`config.mk`:
```
export PLATFORM = sky130hd
export DESIGN_NAME = repairclk_pattern_detector
export DESIGN_NICKNAME = d
export VERILOG_FILES = /design/src/rtl/repairclk_pkg.sv /design/src/rtl/repairclk_lane_detector.sv /design/src/rtl/repairclk_pattern_detector.sv
export SDC_FILE = /design/constraint.sdc
export NUM_CORES = 1
export LEC_CHECK = 0
export ABC_AREA = 1
export CORE_MARGIN = 10
export CORE_UTILIZATION = 25
export DETAILED_ROUTE_END_ITERATION = 10
export MAX_ROUTING_LAYER = met4
export SYNTH_ARGS = -nofsm -noshare
export SYNTH_HDL_FRONTEND = slang
export SYNTH_HIERARCHICAL = 1
export SYNTH_SLANG_ARGS = --single-unit
```
`constraint.sdc`:
```
create_clock -name CLK -period 3.2 [get_ports CLK]
set_input_delay 0.48 -clock CLK [delete_from_list [all_inputs] [get_ports CLK]]
set_output_delay 0.48 -clock CLK [all_outputs]
set_load 0.005 [all_outputs]
```
`src/rtl/repairclk_pkg.sv`:
```
// rtl/repairclk_pkg.sv - shared encodings and window helper for the REPAIRCLK pattern detector
package repairclk_pkg;

  typedef enum logic [1:0] {
    ST_IDLE   = 2'd0,
    ST_DETECT = 2'd1,
    ST_DONE   = 2'd2,
    ST_HOLD   = 2'd3
  } det_state_e;

  typedef enum logic {
    LANE_HUNT  = 1'b0,
    LANE_CHECK = 1'b1
  } lane_state_e;

  // Bit positions of each clock-track lane in the result vector.
  localparam int RCKP      = 0;
  localparam int RCKN      = 1;
  localparam int RTRK      = 2;
  localparam int NUM_LANES = 3;

  // Detection window: every iteration the partner sends, plus slack for
  // pipeline skew between the partner's enable and our own.
  function automatic int unsigned calc_window(input int unsigned iter_total,
                                              input int unsigned pulse_ui,
                                              input int unsigned low_ui,
                                              input int unsigned margin);
    return iter_total * (pulse_ui + low_ui) + margin;
  endfunction

endpackage

```
`src/rtl/repairclk_lane_detector.sv`:
```
// rtl/repairclk_lane_detector.sv - per-lane clock repair pattern checker with sticky pass flag
module repairclk_lane_detector
  import repairclk_pkg::*;
#(
  parameter int unsigned PULSE_UI      = 16,
  parameter int unsigned LOW_UI        = 8,
  parameter int unsigned DETECT_THRESH = 16
) (
  input  logic clk_i,
  input  logic rst_i,
  input  logic active_i,
  input  logic clear_i,
  input  logic bit_i,
  output logic pass_next_o
);

  localparam int unsigned ITER_UI = PULSE_UI + LOW_UI;
  localparam int unsigned POS_W   = (ITER_UI > 1) ? $clog2(ITER_UI) : 1;
  localparam int unsigned CNT_W   = $clog2(DETECT_THRESH + 1);

  localparam logic [POS_W-1:0] POS_LAST = POS_W'(ITER_UI - 1);
  localparam logic [CNT_W-1:0] CNT_MAX  = CNT_W'(DETECT_THRESH);

  lane_state_e      state_q, state_d;
  logic [POS_W-1:0] pos_q, pos_d;
  logic [CNT_W-1:0] consec_q, consec_d;
  logic             pass_q, pass_d;
  logic             prev_q;
  logic             expected;

  // Next-state logic: clear beats everything, inactive lanes park in HUNT.
  always_comb begin
    state_d  = state_q;
    pos_d    = pos_q;
    consec_d = consec_q;
    pass_d   = pass_q;
    expected = 1'b0;

    if (clear_i) begin
      state_d  = LANE_HUNT;
      pos_d    = '0;
      consec_d = '0;
      pass_d   = 1'b0;
    end else if (!active_i) begin
      state_d  = LANE_HUNT;
      pos_d    = '0;
      consec_d = '0;
    end else begin
      case (state_q)
        LANE_HUNT: begin
          // A rising edge marks UI 0 of an iteration; the next UI is position 1.
          if (bit_i && !prev_q) begin
            state_d = LANE_CHECK;
            pos_d   = POS_W'(1);
          end
        end
        LANE_CHECK: begin
          expected = (32'(pos_q) < PULSE_UI) ? ~pos_q[0] : 1'b0;
          if (bit_i != expected) begin
            consec_d = '0;
            // An unexpected rising edge may itself be the start of a fresh burst.
            if (bit_i && !prev_q) begin
              pos_d = POS_W'(1);
            end else begin
              state_d = LANE_HUNT;
              pos_d   = '0;
            end
          end else if (pos_q == POS_LAST) begin
            pos_d = '0;
            if (consec_q != CNT_MAX) begin
              consec_d = consec_q + 1'b1;
            end
          end else begin
            pos_d = pos_q + 1'b1;
          end
        end
        default: state_d = LANE_HUNT;
      endcase

      if (consec_d == CNT_MAX) begin
        pass_d = 1'b1;
      end
    end
  end

  // State registers; previous UI is tracked every cycle so edge detection
  // is valid on the very first cycle of a window.
  always_ff @(posedge clk_i) begin
    if (rst_i) begin
      state_q  <= LANE_HUNT;
      pos_q    <= '0;
      consec_q <= '0;
      pass_q   <= 1'b0;
      prev_q   <= 1'b0;
    end else begin
      state_q  <= state_d;
      pos_q    <= pos_d;
      consec_q <= consec_d;
      pass_q   <= pass_d;
      prev_q   <= bit_i;
    end
  end

  // Next-cycle pass flag lets the top capture an iteration that completes
  // in the same cycle the window closes.
  assign pass_next_o = pass_d;

endmodule

```
`src/rtl/repairclk_pattern_detector.sv`:
```
// rtl/repairclk_pattern_detector.sv - receive-side REPAIRCLK pattern detector (window FSM and result)
module repairclk_pattern_detector
  import repairclk_pkg::*;
#(
  parameter int unsigned PULSE_UI      = 16,
  parameter int unsigned LOW_UI        = 8,
  parameter int unsigned ITER_TOTAL    = 128,
  parameter int unsigned DETECT_THRESH = 16,
  parameter int unsigned WINDOW_MARGIN = 16
) (
  input  logic       CLK,
  input  logic       rst,
  input  logic       i_detect_en,
  input  logic       i_clear_clk_detection,
  input  logic       i_rckp,
  input  logic       i_rckn,
  input  logic       i_rtrk,
  output logic [2:0] o_clock_track_result_logged,
  output logic       o_clk_track_done,
  output logic       o_busy
);

  localparam int unsigned WINDOW = calc_window(ITER_TOTAL, PULSE_UI, LOW_UI, WINDOW_MARGIN);
  localparam int unsigned WIN_W  = $clog2(WINDOW);

  localparam logic [WIN_W-1:0] WIN_LAST = WIN_W'(WINDOW - 1);

  det_state_e             state_q, state_d;
  logic [WIN_W-1:0]       win_q, win_d;
  logic [2:0]             result_q, result_d;
  logic                   lane_clear;
  logic                   lane_active;
  logic [NUM_LANES-1:0]   lane_bits;
  logic [NUM_LANES-1:0]   lane_pass_next;

  assign lane_bits[RCKP] = i_rckp;
  assign lane_bits[RCKN] = i_rckn;
  assign lane_bits[RTRK] = i_rtrk;
  assign lane_active     = (state_q == ST_DETECT);

  for (genvar g = 0; g < NUM_LANES; g++) begin : g_lane
    repairclk_lane_detector #(
      .PULSE_UI      (PULSE_UI),
      .LOW_UI        (LOW_UI),
      .DETECT_THRESH (DETECT_THRESH)
    ) u_lane (
      .clk_i       (CLK),
      .rst_i       (rst),
      .active_i    (lane_active),
      .clear_i     (lane_clear),
      .bit_i       (lane_bits[g]),
      .pass_next_o (lane_pass_next[g])
    );
  end

  // Window FSM next state; the clear pulse overrides every transition.
  always_comb begin
    state_d    = state_q;
    win_d      = win_q;
    result_d   = result_q;
    lane_clear = 1'b0;

    case (state_q)
      ST_IDLE: begin
        if (i_detect_en) begin
          state_d    = ST_DETECT;
          win_d      = '0;
          result_d   = '0;
          lane_clear = 1'b1;
        end
      end
      ST_DETECT: begin
        if (win_q == WIN_LAST || !i_detect_en) begin
          // Result is captured on the way into DONE so it is valid with the strobe.
          state_d  = ST_DONE;
          result_d = lane_pass_next;
        end else begin
          win_d = win_q + 1'b1;
        end
      end
      ST_DONE: begin
        state_d = ST_HOLD;
      end
      ST_HOLD: begin
        // Enable must drop before another window can start.
        if (!i_detect_en) begin
          state_d = ST_IDLE;
        end
      end
      default: state_d = ST_IDLE;
    endcase

    if (i_clear_clk_detection) begin
      state_d    = ST_IDLE;
      win_d      = '0;
      result_d   = '0;
      lane_clear = 1'b1;
    end
  end

  // FSM, window counter and logged result registers.
  always_ff @(posedge CLK) begin
    if (rst) begin
      state_q  <= ST_IDLE;
      win_q    <= '0;
      result_q <= '0;
    end else begin
      state_q  <= state_d;
      win_q    <= win_d;
      result_q <= result_d;
    end
  end

  assign o_clock_track_result_logged = result_q;
  assign o_clk_track_done            = (state_q == ST_DONE) && !i_clear_clk_detection;
  assign o_busy                      = (state_q == ST_DETECT);

endmodule

```
; After elaboration in Yosys (flattened, before gate mapping)
; Cells that the tools add are included.
[op_classes]
n_addsub = 7
order_cmp = 3
eq_ne = 23
n_mux = 67
bitwise_logic = 7
reduce_logical = 17
[ops]
columns = op, n
row1 = 5-bit two-way mux, 27
row2 = "5-bit by 1-bit adder with 5-bit output, second input constant", 6
row3 = "5-bit == test, second input constant", 6
row4 = 5-bit one-hot mux with 2 select lines, 3
row5 = 1-bit two-way mux, 24
row6 = 12-bit two-way mux, 2
row7 = 12-bit one-hot mux with 2 select lines, 1
row8 = "5-bit < comparator, second input constant", 3
row9 = "5-bit inequality test, second input constant", 3
row10 = "12-bit by 1-bit adder with 12-bit output, second input constant", 1
row11 = "12-bit == test, second input constant", 1
row12 = 3-bit AND reduction, 3
row13 = "2-bit inequality test, second input constant", 4
row14 = 2-bit one-hot mux with 4 select lines, 1
row15 = 1-bit NOT, 7
row16 = 2-bit two-way mux, 3
row17 = 3-bit two-way mux, 2
row18 = "2-bit by 1-bit inequality test with 1-bit output, second input constant", 3
row19 = 1-bit one-hot mux with 2 select lines, 3
row20 = 3-bit one-hot mux with 2 select lines, 1
row21 = 1-bit zero test, 5
row22 = "2-bit == test, second input constant", 2
row23 = 1-bit logical AND, 4
row24 = 1-bit inequality test, 3
row25 = 6 further kinds, 6
[word_totals]
ff_bits = 56
in_bits = 7
word_cells = 142

; Logic depth before layout (Yosys ltp)
; Gate-level depths: netlist of run 1.
[depth]
word_depth = 13
ltp_mapped = 18
ltp_nobuf = 18

; Hierarchy
; Netlist of run 1, hierarchy kept.
[by_module_without_submodules]
columns = module, instances, cells_each, area_each_um2
row1 = repairclk_lane_detector, 3, 125, 820.8
row2 = repairclk_pattern_detector, 1, 184, 1123.6

; Worst setup path after synthesis of run 1
; Ideal clock, no wire load.
[synth_path]
path_type = register -> register
startpoint = reg g_lane[0].u_lane.pos_q[0]
endpoint = reg result_q[0] (netlist: o_clock_track_result_logged[0])
t_arrival_ns = 1.671
required_time_ns = 3.136
path_slack_ns = 1.465
path_stages_with_launch = 18
path_buffers = 0
cell_sequence = dfxtp_1 -> ha_1 -> nand2_2 -> nor2_8 -> nand2_1 -> clkinv_1 -> nor2_1 -> nand2_2 -> nand2_1 -> nor2_1 -> nand3_1 -> nand2_1 -> nand2_2 -> inv_1 -> nand2_1 -> nand2_1 -> nand2_1 -> nor2_1
[synth_via]
elab_chain_len = 13
word_cells_on_any_way = 16
cone_classes = order compare (1) / eq/ne (3) / mux (11) / bitwise (1)
[synth_lines]
columns = item, line_no
row1 = from (decl), repairclk_lane_detector.sv:25  ; logic [POS_W-1:0] pos_q, pos_d;
row2 = from (signal assigned), repairclk_lane_detector.sv:97  ; pos_q <= pos_d;
row3 = 5-bit < comparator or 1-bit NOT (tied branches), repairclk_lane_detector.sv:58  ; expected = (32'(pos_q) < PULSE_UI) ? ~pos_q[0] : 1'b0;
row4 = 1-bit two-way mux, repairclk_lane_detector.sv:58
row5 = 1-bit inequality test, repairclk_lane_detector.sv:59  ; if (bit_i != expected) begin
row6 = 5-bit two-way mux *, repairclk_lane_detector.sv:59
row7 = 5-bit two-way mux *, repairclk_lane_detector.sv:49  ; case (state_q)
row8 = 5-bit two-way mux *, repairclk_lane_detector.sv:44  ; end else if (!active_i) begin
row9 = 5-bit two-way mux *, repairclk_lane_detector.sv:39  ; if (clear_i) begin
row10 = 5-bit == test *, repairclk_lane_detector.sv:80  ; if (consec_d == CNT_MAX) begin
row11 = 1-bit two-way mux *, repairclk_lane_detector.sv:80
row12 = 1-bit two-way mux *, repairclk_lane_detector.sv:44
row13 = 1-bit two-way mux *, repairclk_lane_detector.sv:39
row14 = named net lane_pass_next[0], repairclk_pattern_detector.sv:34  ; logic [NUM_LANES-1:0] lane_pass_next;
row15 = 3-bit two-way mux *, repairclk_pattern_detector.sv:73  ; if (win_q == WIN_LAST || !i_detect_en) begin
row16 = 3-bit one-hot mux with 2 select lines *, repairclk_pattern_detector.sv:63  ; case (state_q)
row17 = to (signal assigned), repairclk_pattern_detector.sv:110  ; result_q <= result_d;
row18 = to (decl), repairclk_pattern_detector.sv:30  ; logic [2:0] result_q, result_d;
; Mark *: on every way through the listed nets, which the timed path passes. The rest lies on a longest branch. The select of a mux whose other input is x is not followed.
; A chain may end at the register's enable or synchronous reset.

==> results of run 1 <==
==> through the flow <==
stage / util [%] / worst slack, ns / instances / hold WS (ns)
floorplan: - / 1.47 / 559 / 0.444
global placement: 27.6 / 0.981 / 742 / 0.457
detailed placement: 27.6 / 0.995 / 742 / 0.461
CTS: 28.7 / 0.825 / 750 / 0.472
global route: 28.7 / 0.715 / 750 / 0.481
finish: 28.7 / 0.838 / 750 / 0.470
==> synthesized netlist by cell type, types with 6 or more instances <==
library cell              number  area (µm²)
sky130_fd_sc_hd__ha_1         15         188
sky130_fd_sc_hd__xor2_1        7        61.3
sky130_fd_sc_hd__nand3_1      51         255
sky130_fd_sc_hd__o21ai_2       6        52.6
sky130_fd_sc_hd__nand2_2      17         106
sky130_fd_sc_hd__a21oi_1      22         110
sky130_fd_sc_hd__nor2_1       96         360
sky130_fd_sc_hd__inv_1        74         278
sky130_fd_sc_hd__dfxtp_1      56        1120
sky130_fd_sc_hd__nand2_1     148         556
sky130_fd_sc_hd__o21ai_0       9        45.0
sky130_fd_sc_hd__nand4_1       6        37.5
==> where the power goes <==
group          total, mW  internal, mW  switching, mW
Sequential         0.711         0.704        0.00690
Clock              0.549         0.290          0.259
Combinational      0.126        0.0453         0.0804
==> per-layer routing <==
metal,track usage (%),vias up,part of all wire [%]
met5,-,-,0
met4,2.01,0,0.63
met3,1.94,2,3.4
met2,13.2,35,47
met1,10.0,1423,49
li1,-,1769,-
==> registers in the layout, summed over array words and instances (netlist names) <==
register / cells
g_lane.u_lane/prev_q: 3
g_lane.u_lane/consec_q: 15
g_lane.u_lane/state_q: 3
o_clock_track_result_logged: 3
g_lane.u_lane/pos_q: 15
state_q: 2
win_q: 12
g_lane.u_lane/pass_q: 3
==> cell families (layout without fill, tap and decap cells) <==
| family | count (synthesis) | in the layout |
|---|---|---|
| multiplexers | 1 | 1 |
| flip-flops | 56 | 56 |
| AO/OA/AOI/OAI | 53 | 53 |
| XOR/XNOR | 7 | 7 |
| buffers and inverters | 88 | 99 |
| AND/OR/NAND/NOR | 339 | 339 |
| adder cells (fa/ha/maj) | 15 | 15 |
==> layout make-up <==
type	instances	area, µm²	area share, %
multi-input combinational	415	2100	52.4
sequential	56	1120	28.0
inverter	78	293	7.30
tap	180	225	5.62
clock buffer	5	125	3.12
timing repair buffer	13	125	3.12
clock inverter	3	18.8	0.468
==> worst max-delay path: cells and delay by family, from the launching register on <==
kind       cells  cell delay (ns)
buf+inv        2             0.72
fa+ha+maj      1             0.53
flops          1             0.34
==> final timing paths <==
check                           slack, ns  depth (start not counted)                         to                 startpoint
worst max-delay path                 0.84                          3                     o_busy                 state_q[1]
worst min-delay path                 0.47                          2  g_lane[1].u_lane/pos_q[3]  g_lane[1].u_lane/pos_q[3]
worst max register to register       1.13                          9                   win_q[6]                 state_q[1]
worst min register to register       0.47                          2  g_lane[1].u_lane/pos_q[3]  g_lane[1].u_lane/pos_q[3]
==> implementation parameters, run 1 <==
Parameter                              Value

Synth
  Area of the mapped netlist    3590 µm²
  Multiplexer area fraction after synthesis    less than 1%
  Largest family of logic cells by synthesized area    simple AND/OR/NAND/NOR gates
  Unique masters post-synth    31
  Fraction of the mapped netlist area in adder cells    5.23%
  Async set or reset register ratio after synthesis    0%
  Average size of a mapped cell    6.41 µm²
  Number of synthesized register bits    56
  Number of enable-type register cells in the synthesized netlist    0
  Share of the synthesized area in compound gates (AO/OA/AOI/OAI)    9.28%
  Sequential-to-total area share from yosys stat    31.3%
  Most used DFF post-synth    sky130_fd_sc_hd__dfxtp_1
  Net Count, Synth    581
  XOR/XNOR Fraction of Synth Area    between 1.5 and 2%
  Number of synthesis warnings    6
  Post-synthesis simple-gate area fraction    between 40% and 50%
  Instance count of the mapped netlist    559

CTS
  Deepest level of the CTS H-tree    2
  Maximum buffer depth of the clock tree    2
  Clk_lat worst skew    slightly below 0.3 ns
  CTS hold repair buffers    0
  Root Buffer Master    sky130_fd_sc_hd__clkbuf_16
  Post-CTS setup repair buffer count    0
  Cells resized by post-CTS repair    0
  Clock transition at the registers of the reported paths    0.07 ns
  Inserted Clock Buffers    5
  Clock sink count    56
  CTS tree    yes

GRT
  Vias in the first global route    3099
  Maximum number of pins on one net before global-route repair    18
  Global-route wire length before repair    13.7 mm
  Number of antenna violations at the first check in global routing    0
  Aggregate global routing overflow    0
  Overall fraction of global-route tracks in use    slightly above 8%

Routing
  DR vias    3229
  Pre-Repair DR Iteration Count    4
  Total wire length    7.33 mm
  Via density    4.31
  Mean routed wirelength per cell    9.77 µm
  Post-DRT Antenna Nets    0
  Detailed router's first-iteration violation count    218
  DRC violations left    0

STA
  Slew HR    61.9%
  Final count of hold timing violations    0
  Peak Freq    0.423 GHz
  RSZ-0062 raised after global routing    false
  Final clock period utilization by the worst path    73.8%
  Clk_skew    0.00446 ns
  Worst-Margin Slew    0.572 ns
  Pins over their slew limit    0
  Period minus WS final    between 2 and 2.5 ns
  Setup TNS Final    0 ns
  Setup violations, final    0

Worst setup path
  Critical path type    register to primary output
  Cell breakdown of the critical path    inv_1 > ha_1 > clkdlybuf4s50_1
  Required time at the endpoint of the critical path    2.72 ns
  Kind of capture point of the worst setup path    primary output
  Maximum fanout count along the critical path    13
  Maximum cell stage delay along the critical path    0.62 ns
  Slowest library cell on the worst path    sky130_fd_sc_hd__clkdlybuf4s50_1
  Critical Path Source Type    register
  WP data arrival    1.88 ns

Die
  Total Die Area    19500 µm²
  Area inside the core boundary    about 14000 µm²
  Die span in y    140 µm
  Horiz. Die Dim    140 µm
  Number of placement rows    43
  I/O pin cnt    12
  Initial Util    25.6%

Cells and area
  Post-route design area    4010 µm²
  Final #Nets    591
  Commonest non-fill, non-tap cell in the layout    sky130_fd_sc_hd__nand2_1
  Number of antenna repair diodes    0
  Fraction of final layout cells sized beyond drive strength 1    8.95%
  Fill cell instance count of the final layout    1561
  Most used cells in the layout excluding fill and tap cells    sky130_fd_sc_hd__nand2_1 (148), sky130_fd_sc_hd__nor2_1 (96), sky130_fd_sc_hd__inv_1 (74), sky130_fd_sc_hd__dfxtp_1 (56), sky130_fd_sc_hd__nand3_1 (51)
  Area Overhead vs Synth    11.8%

Power
  Pwr per Cell Area    around 350 nW/µm²
  Leakage power total    1.66 nW
  Design Power    1.39 mW
  Highest ir drop seen on vdd    0.000214 V

Outcome
  Outcome    completed

Run
  Max capacitance violation total    0

Place
  DPL Wire Length    between 5 and 6 mm
  Placer's final routability congestion estimate    0.797
  PortBufs    11
  Post-DP Area    3860 µm²

Worst hold path
  Class of the tightest hold or removal check    register to register
No activity file was read; power rests on OpenSTA's default activity.
==> inputs of run 2 (changes only) <==
==> constraint.sdc (replaced) <==
create_clock -name CLK -period 2.24 [get_ports CLK]
set_input_delay 0.336 -clock CLK [delete_from_list [all_inputs] [get_ports CLK]]
set_output_delay 0.336 -clock CLK [all_outputs]
set_load 0.005 [all_outputs]
==> run 2 against run 1 <==
Against the previous run: final cell count up 0.93%; non-clock buffer count up 8; via count up 0.96%; die area unchanged; clock skew up 0.00065 ns; sequential share of layout area down 0.34 points; clock power up 38%; sequential power up 43%; combinational power up 47%; power up 41%; hold slack about the same; critical endpoint unchanged.
==> implementation parameters, run 2 (same netlist as run 1, synthesis figures left out) <==
Parameter                              Value

Outcome
  Outcome    completed

STA
  Final count of hold timing violations    0 (unchanged)
  Worst path setup slack after routing    0.210 ns (-0.628 ns)
  Clk_skew    0.00511 ns (+0.000649 ns)
  Worst-Margin Slew    0.484 ns (-0.0881 ns)
  RSZ-0062 raised after global routing    false
  Pins over their slew limit    0 (unchanged)
  Final clock period utilization by the worst path    90.6%
  Slew HR    67.6% (+5.8 points)
  Setup violations, final    0 (unchanged)
  Setup TNS Final    0 ns (unchanged)
  Period minus WS final    2.03 ns
  Peak Freq    0.493 GHz

Worst setup path
  Startpoint of the lowest-slack register-to-register path    state_q[1]
  Required time at the endpoint of the critical path    1.90 ns (-0.82 ns)
  Maximum fanout count along the critical path    9 (-4)
  Kind of capture point of the worst setup path    primary output
  Critical Path Source Type    register
  Flop-to-flop setup slack    0.30 ns (-0.83 ns)
  Critical Path Source    state_q[1]
  Critical path type    register to primary output
  Worst reg2reg path depth    9 (unchanged)
  End of the worst register-to-register path    o_clock_track_result_logged[1]
  Critical Path Sink    o_busy
  WP data arrival    1.69 ns (-0.19 ns)

Routing
  Mean routed wirelength per cell    10.0 µm (+2.3%)
  Via density    4.31 (about the same)
  Detailed router's first-iteration violation count    204 (-6.4%)
  DRC violations left    0 (unchanged)
  DR vias    3260 (+0.96%)
  Post-DRT Antenna Nets    0 (unchanged)
  Total wire length    7.57 mm (+3.3%)
  Pre-Repair DR Iteration Count    4 (unchanged)

Power
  Leakage power total    1.70 nW (+2.1%)
  Design internal power    1.48 mW (+43%)
  Highest ir drop seen on vdd    0.000316 V (+47%)
  Relative contribution of sequential cells to total power    51.9% (+0.6 points)
  Switching Share    24.3% (-0.68 points)
  Combinational power share    9.5% (+0.4 points)
  Share of power burned in the clock network    38.6% (-1.0 points)
  Switch Pwr    0.476 mW (+37%)
  Design Power    1.96 mW (+41%)
  Pwr per Cell Area    482 nW/µm² (+40%)

CTS
  Root Buffer Master    sky130_fd_sc_hd__clkbuf_16
  Clock sink count    56 (unchanged)
  Post-CTS setup repair buffer count    0 (unchanged)
  Cells resized by post-CTS repair    0 (unchanged)
  Clock transition at the registers of the reported paths    0.07 ns (about the same)
  Inserted Clock Buffers    5 (unchanged)
  Clk_lat worst skew    0.29 ns (about the same)
  Maximum buffer depth of the clock tree    2 (unchanged)
  Deepest level of the CTS H-tree    2 (unchanged)
  CTS tree    yes
  CTS hold repair buffers    0 (unchanged)

Cells and area
  Fill cell instance count of the final layout    1557 (-0.26%)
  Commonest non-fill, non-tap cell in the layout    sky130_fd_sc_hd__nand2_1
  Final #Nets    599 (+1.4%)
  Number of antenna repair diodes    0 (unchanged)
  Util after Layout    29.0% (+0.36 points)
  Most used cells in the layout excluding fill and tap cells    sky130_fd_sc_hd__nand2_1 (148), sky130_fd_sc_hd__nor2_1 (96), sky130_fd_sc_hd__inv_1 (74), sky130_fd_sc_hd__dfxtp_1 (56), sky130_fd_sc_hd__nand3_1 (51)
  Largest registers ranked by flip-flop count    g_lane.u_lane/consec_q: 15 flops, g_lane.u_lane/pos_q: 15 flops, win_q: 12 flops
  Final instance count without filler cells    757 (+0.93%)
  Area Overhead vs Synth    13.2%
  Fraction of final layout cells sized beyond drive strength 1    9.88% (+0.93 points)

GRT
  Number of antenna violations at the first check in global routing    0 (unchanged)
  Global-route wire length before repair    13.9 mm (+1.1%)
  Maximum number of pins on one net before global-route repair    18 (unchanged)
  Overall fraction of global-route tracks in use    8.35% (+0.17 points)
  Aggregate global routing overflow    0 (unchanged)
  Vias in the first global route    3140 (+1.3%)

Place
  Placer's final routability congestion estimate    0.847 (+6.3%)
  Worst slack at placement    0.170 ns (-0.824 ns)
  PortBufs    11 (unchanged)
  DPL Wire Length    5.62 mm (+3.4%)
  Placed insts    750 (+1.1%)

Die
  Number of placement rows    43 (unchanged)
  Initial Util    25.6% (unchanged)
  Horiz. Die Dim    140 µm (unchanged)
  Total Die Area    19500 µm² (unchanged)
  Die span in y    140 µm (unchanged)
  I/O pin cnt    12 (unchanged)
  Area inside the core boundary    14000 µm² (unchanged)

Run
  Max capacitance violation total    0 (unchanged)

Worst hold path
  Class of the tightest hold or removal check    register to register
[run 2: cell count changes in the layout (fill, tap and decap cells not counted), sizes merged]
| cell | previous run | this run |
|---|---|---|
| buf | 2 | 10 |
| clkinv | 6 | 4 |
| clkbuf | 5 | 6 |
[run 2: cell type report]
cell class                      count  area [µm²]  area share [%]
Multi-Input combinational cell    415        2100            51.8
Sequential cell                    56        1120            27.6
Inverter                           78         293            7.21
Tap cell                          180         225            5.55
Timing Repair Buffer               21         185            4.56
Clock buffer                        6         129            3.18
Clock inverter                      1        5.00           0.123
[run 2: how the worst min path moves through the flow]
stage / depth (start not counted) / slack, ns / from / end
after floorplan: 1 / 0.40 / rst / g_lane[0].u_lane/pass_q
after global placement: 2 / 0.46 / g_lane[1].u_lane/pos_q[3] / g_lane[1].u_lane/pos_q[3]
after detailed placement: 2 / 0.46 / g_lane[2].u_lane/pos_q[3] / g_lane[2].u_lane/pos_q[3]
after CTS: 2 / 0.47 / g_lane[2].u_lane/pos_q[3] / g_lane[2].u_lane/pos_q[3]
after global routing: 2 / 0.50 / g_lane[2].u_lane/pos_q[3] / g_lane[2].u_lane/pos_q[3]
final: 2 / 0.47 / g_lane[0].u_lane/pos_q[3] / g_lane[0].u_lane/pos_q[3]
[run 2: metrics by stage]
step           hold WS, ns  area [µm²]
5_1_grt              0.498        4060
3_3_place_gp         0.455        3930
4_1_cts              0.468        4060
6_report             0.470        4060
3_5_place_dp         0.457        3930
2_1_floorplan        0.403        3590
[run 2: power groups by stage]
stage               clock, mW  sequential [mW]  combinational (mW)
global route            0.827             1.02               0.216
global placement            0             1.04               0.188
detailed placement          0             1.04               0.188
CTS                     0.802             1.02               0.188
floorplan                   0             1.04               0.130
finish                  0.756             1.02               0.185
[run 2: critical path: stages, from the launching register on]
cell                              delay [ns]
sky130_fd_sc_hd__dfxtp_1                0.34
sky130_fd_sc_hd__inv_1                  0.11
sky130_fd_sc_hd__ha_1                   0.37
sky130_fd_sc_hd__clkdlybuf4s50_1        0.57
[run 2: routing by layer]
layer	up-vias	global-route usage [%]	routed length (µm)
met5	-	-	0
li1	1794	-	-
met3	4	1.94	204
met1	1433	10.4	3920
met4	0	1.96	68
met2	29	13.3	3370
==> inputs of run 3 (changes only) <==
--- a/config.mk
+++ b/config.mk
@@ -6,10 +6,10 @@
 export NUM_CORES = 1
 export LEC_CHECK = 0
 export ABC_AREA = 1
-export CORE_MARGIN = 10
 export CORE_UTILIZATION = 25
 export DETAILED_ROUTE_END_ITERATION = 10
 export MAX_ROUTING_LAYER = met4
+export REMOVE_ABC_BUFFERS = 1
 export SYNTH_ARGS = -nofsm -noshare
 export SYNTH_HDL_FRONTEND = slang
 export SYNTH_HIERARCHICAL = 1
==> run 3 against run 2 <==
Against the previous run: global-route usage up 2.6 points; final cell count is 0.26% higher; via count decreased by 1.1%; wire length decreased by 3.2%; hold slack got worse by 0.0022 ns; sequential cell count unchanged; sequential share of layout area shrank 0.28 points; design area rose by 1.0%; register-to-register slack better by 0.05 ns; core utilization up 0.41 points; critical endpoint unchanged; largest power group unchanged.
==> implementation parameters, run 3 (same netlist as run 1, synthesis figures left out) <==
Parameter                              Value

CTS
  Clock sink count    56 (unchanged)
  CTS hold repair buffers    0 (unchanged)
  Deepest level of the CTS H-tree    2 (unchanged)
  Clk_lat worst skew    0.30 ns (about the same)
  Post-CTS setup repair buffer count    0 (unchanged)
  Clock transition at the registers of the reported paths    0.08 ns (about the same)
  Maximum buffer depth of the clock tree    2 (unchanged)
  CTS tree    yes
  Root Buffer Master    sky130_fd_sc_hd__clkbuf_16
  Cells resized by post-CTS repair    0 (unchanged)
  Inserted Clock Buffers    5 (unchanged)

Cells and area
  Commonest non-fill, non-tap cell in the layout    sky130_fd_sc_hd__nand2_1
  Number of antenna repair diodes    0 (unchanged)
  Fill cell instance count of the final layout    1542 (-0.96%)
  Final instance count without filler cells    759 (+0.26%)
  Fraction of final layout cells sized beyond drive strength 1    10.4% (+0.48 points)
  Area Overhead vs Synth    14.3%
  Most used cells in the layout excluding fill and tap cells    sky130_fd_sc_hd__nand2_1 (148), sky130_fd_sc_hd__nor2_1 (96), sky130_fd_sc_hd__inv_1 (74), sky130_fd_sc_hd__dfxtp_1 (56), sky130_fd_sc_hd__nand3_1 (51)
  Util after Layout    29.4% (+0.41 points)
  Post-route design area    4100 µm² (+1.0%)
  Final #Nets    600 (+0.17%)
  Largest registers ranked by flip-flop count    g_lane.u_lane/consec_q: 15 flops, g_lane.u_lane/pos_q: 15 flops, win_q: 12 flops

Worst setup path
  Maximum cell stage delay along the critical path    0.52 ns (-0.05 ns)
  Worst reg2reg path depth    17 (+8)
  Slowest library cell on the worst path    sky130_fd_sc_hd__clkdlybuf4s50_1
  Kind of capture point of the worst setup path    primary output
  Required time at the endpoint of the critical path    1.90 ns (about the same)
  Critical Path Sink    o_busy
  Critical path type    register to primary output
  WP data arrival    1.68 ns (about the same)
  End of the worst register-to-register path    o_clock_track_result_logged[0]
  Startpoint of the lowest-slack register-to-register path    g_lane[0].u_lane/pos_q[1]
  Flop-to-flop setup slack    0.35 ns (+0.05 ns)
  Critical Path Source Type    register
  Critical Path Source    state_q[1]
  Maximum fanout count along the critical path    8 (-1)
  Cell breakdown of the critical path    inv_1 > ha_1 > buf_4 > clkdlybuf4s50_1

Die
  Number of placement rows    43 (unchanged)
  Total Die Area    14800 µm² (-24%)
  Horiz. Die Dim    122 µm (-13%)
  Initial Util    25.7% (+0.099 points)
  Area inside the core boundary    13900 µm² (-0.38%)
  Die span in y    122 µm (-13%)
  I/O pin cnt    12 (unchanged)

GRT
  Global-route wire length before repair    12.9 mm (-7.3%)
  Aggregate global routing overflow    0 (unchanged)
  Maximum number of pins on one net before global-route repair    18 (unchanged)
  Vias in the first global route    2840 (-9.6%)
  Number of antenna violations at the first check in global routing    0 (unchanged)
  Overall fraction of global-route tracks in use    11.0% (+2.6 points)

STA
  Worst path setup slack after routing    0.223 ns (+0.0130 ns)
  Setup violations, final    0 (unchanged)
  RSZ-0062 raised after global routing    false
  Final count of hold timing violations    0 (unchanged)
  Peak Freq    0.496 GHz (+0.64%)
  Pins over their slew limit    0 (unchanged)
  Setup TNS Final    0 ns (unchanged)
  Worst-Margin Slew    0.476 ns (-0.00715 ns)
  Final clock period utilization by the worst path    90.0% (-0.58 points)
  Clk_skew    0.00934 ns (+0.00423 ns)
  Period minus WS final    2.02 ns (-0.0130 ns)
  Worst Hold Slack    0.468 ns (-0.00217 ns)
  Slew HR    68.1% (+0.50 points)

Power
  Highest ir drop seen on vdd    0.000287 V (-9.2%)
  Pwr per Cell Area    514 nW/µm² (+6.5%)
  Design Power    2.11 mW (+7.6%)
  Leakage power total    1.72 nW (+1.1%)

Routing
  Via density    4.25 (-1.3%)
  Total wire length    7.33 mm (-3.2%)
  DR vias    3225 (-1.1%)
  Mean routed wirelength per cell    9.65 µm (-3.5%)
  Detailed router's first-iteration violation count    187 (-8.3%)
  Pre-Repair DR Iteration Count    4 (unchanged)
  Post-DRT Antenna Nets    0 (unchanged)
  DRC violations left    0 (unchanged)

Outcome
  Outcome    completed

Place
  Worst slack at placement    0.175 ns (+0.00462 ns)
  Post-DP Area    3930 µm² (+0.19%)
  Placed insts    751 (+0.13%)
  Placer's final routability congestion estimate    0.801 (-5.4%)
  PortBufs    11 (unchanged)
  DPL Wire Length    5.48 mm (-2.6%)

Worst hold path
  Class of the tightest hold or removal check    register to register
  Start point of the worst hold path    g_lane[1].u_lane/pos_q[3]

Run
  Max capacitance violation total    0 (unchanged)
[run 3: worst min-delay path by stage]
stage / to / cells after the start
2_1_floorplan: g_lane[0].u_lane/pass_q / 1
3_3_place_gp: g_lane[1].u_lane/pos_q[3] / 2
3_5_place_dp: g_lane[1].u_lane/pos_q[3] / 2
4_1_cts: g_lane[1].u_lane/pos_q[3] / 2
5_1_grt: g_lane[1].u_lane/pos_q[3] / 2
6_report: g_lane[1].u_lane/pos_q[3] / 2
[run 3: power by group]
group          switching, mW  total [mW]  internal, mW
Sequential           0.00989        1.02          1.01
Combinational          0.119       0.187        0.0683
Clock                  0.377       0.903         0.526
[run 3: cell type report]
class / instances / area, µm² / share of cell area (%)
sequential: 56 / 1120 / 27.3
multi-input combinational: 415 / 2100 / 51.2
inverter: 78 / 293 / 7.14
clock inverter: 3 / 42.5 / 1.04
timing repair buffer: 22 / 193 / 4.70
tap: 180 / 225 / 5.49
clock buffer: 5 / 125 / 3.05
[run 3: worst max-delay path: cells and delay by family, from the launching register on]
kind       cells  cell delay (ns)
flops          1             0.34
buf+inv        3             0.81
fa+ha+maj      1             0.22
[run 3: metal layers]
metal	track usage, %	vias to the layer above	share of wire, %
met2	17.0	29	42
li1	-	1789	-
met5	-	-	0
met1	14.5	1401	54
met4	3.01	0	1.2
met3	2.11	6	2.6
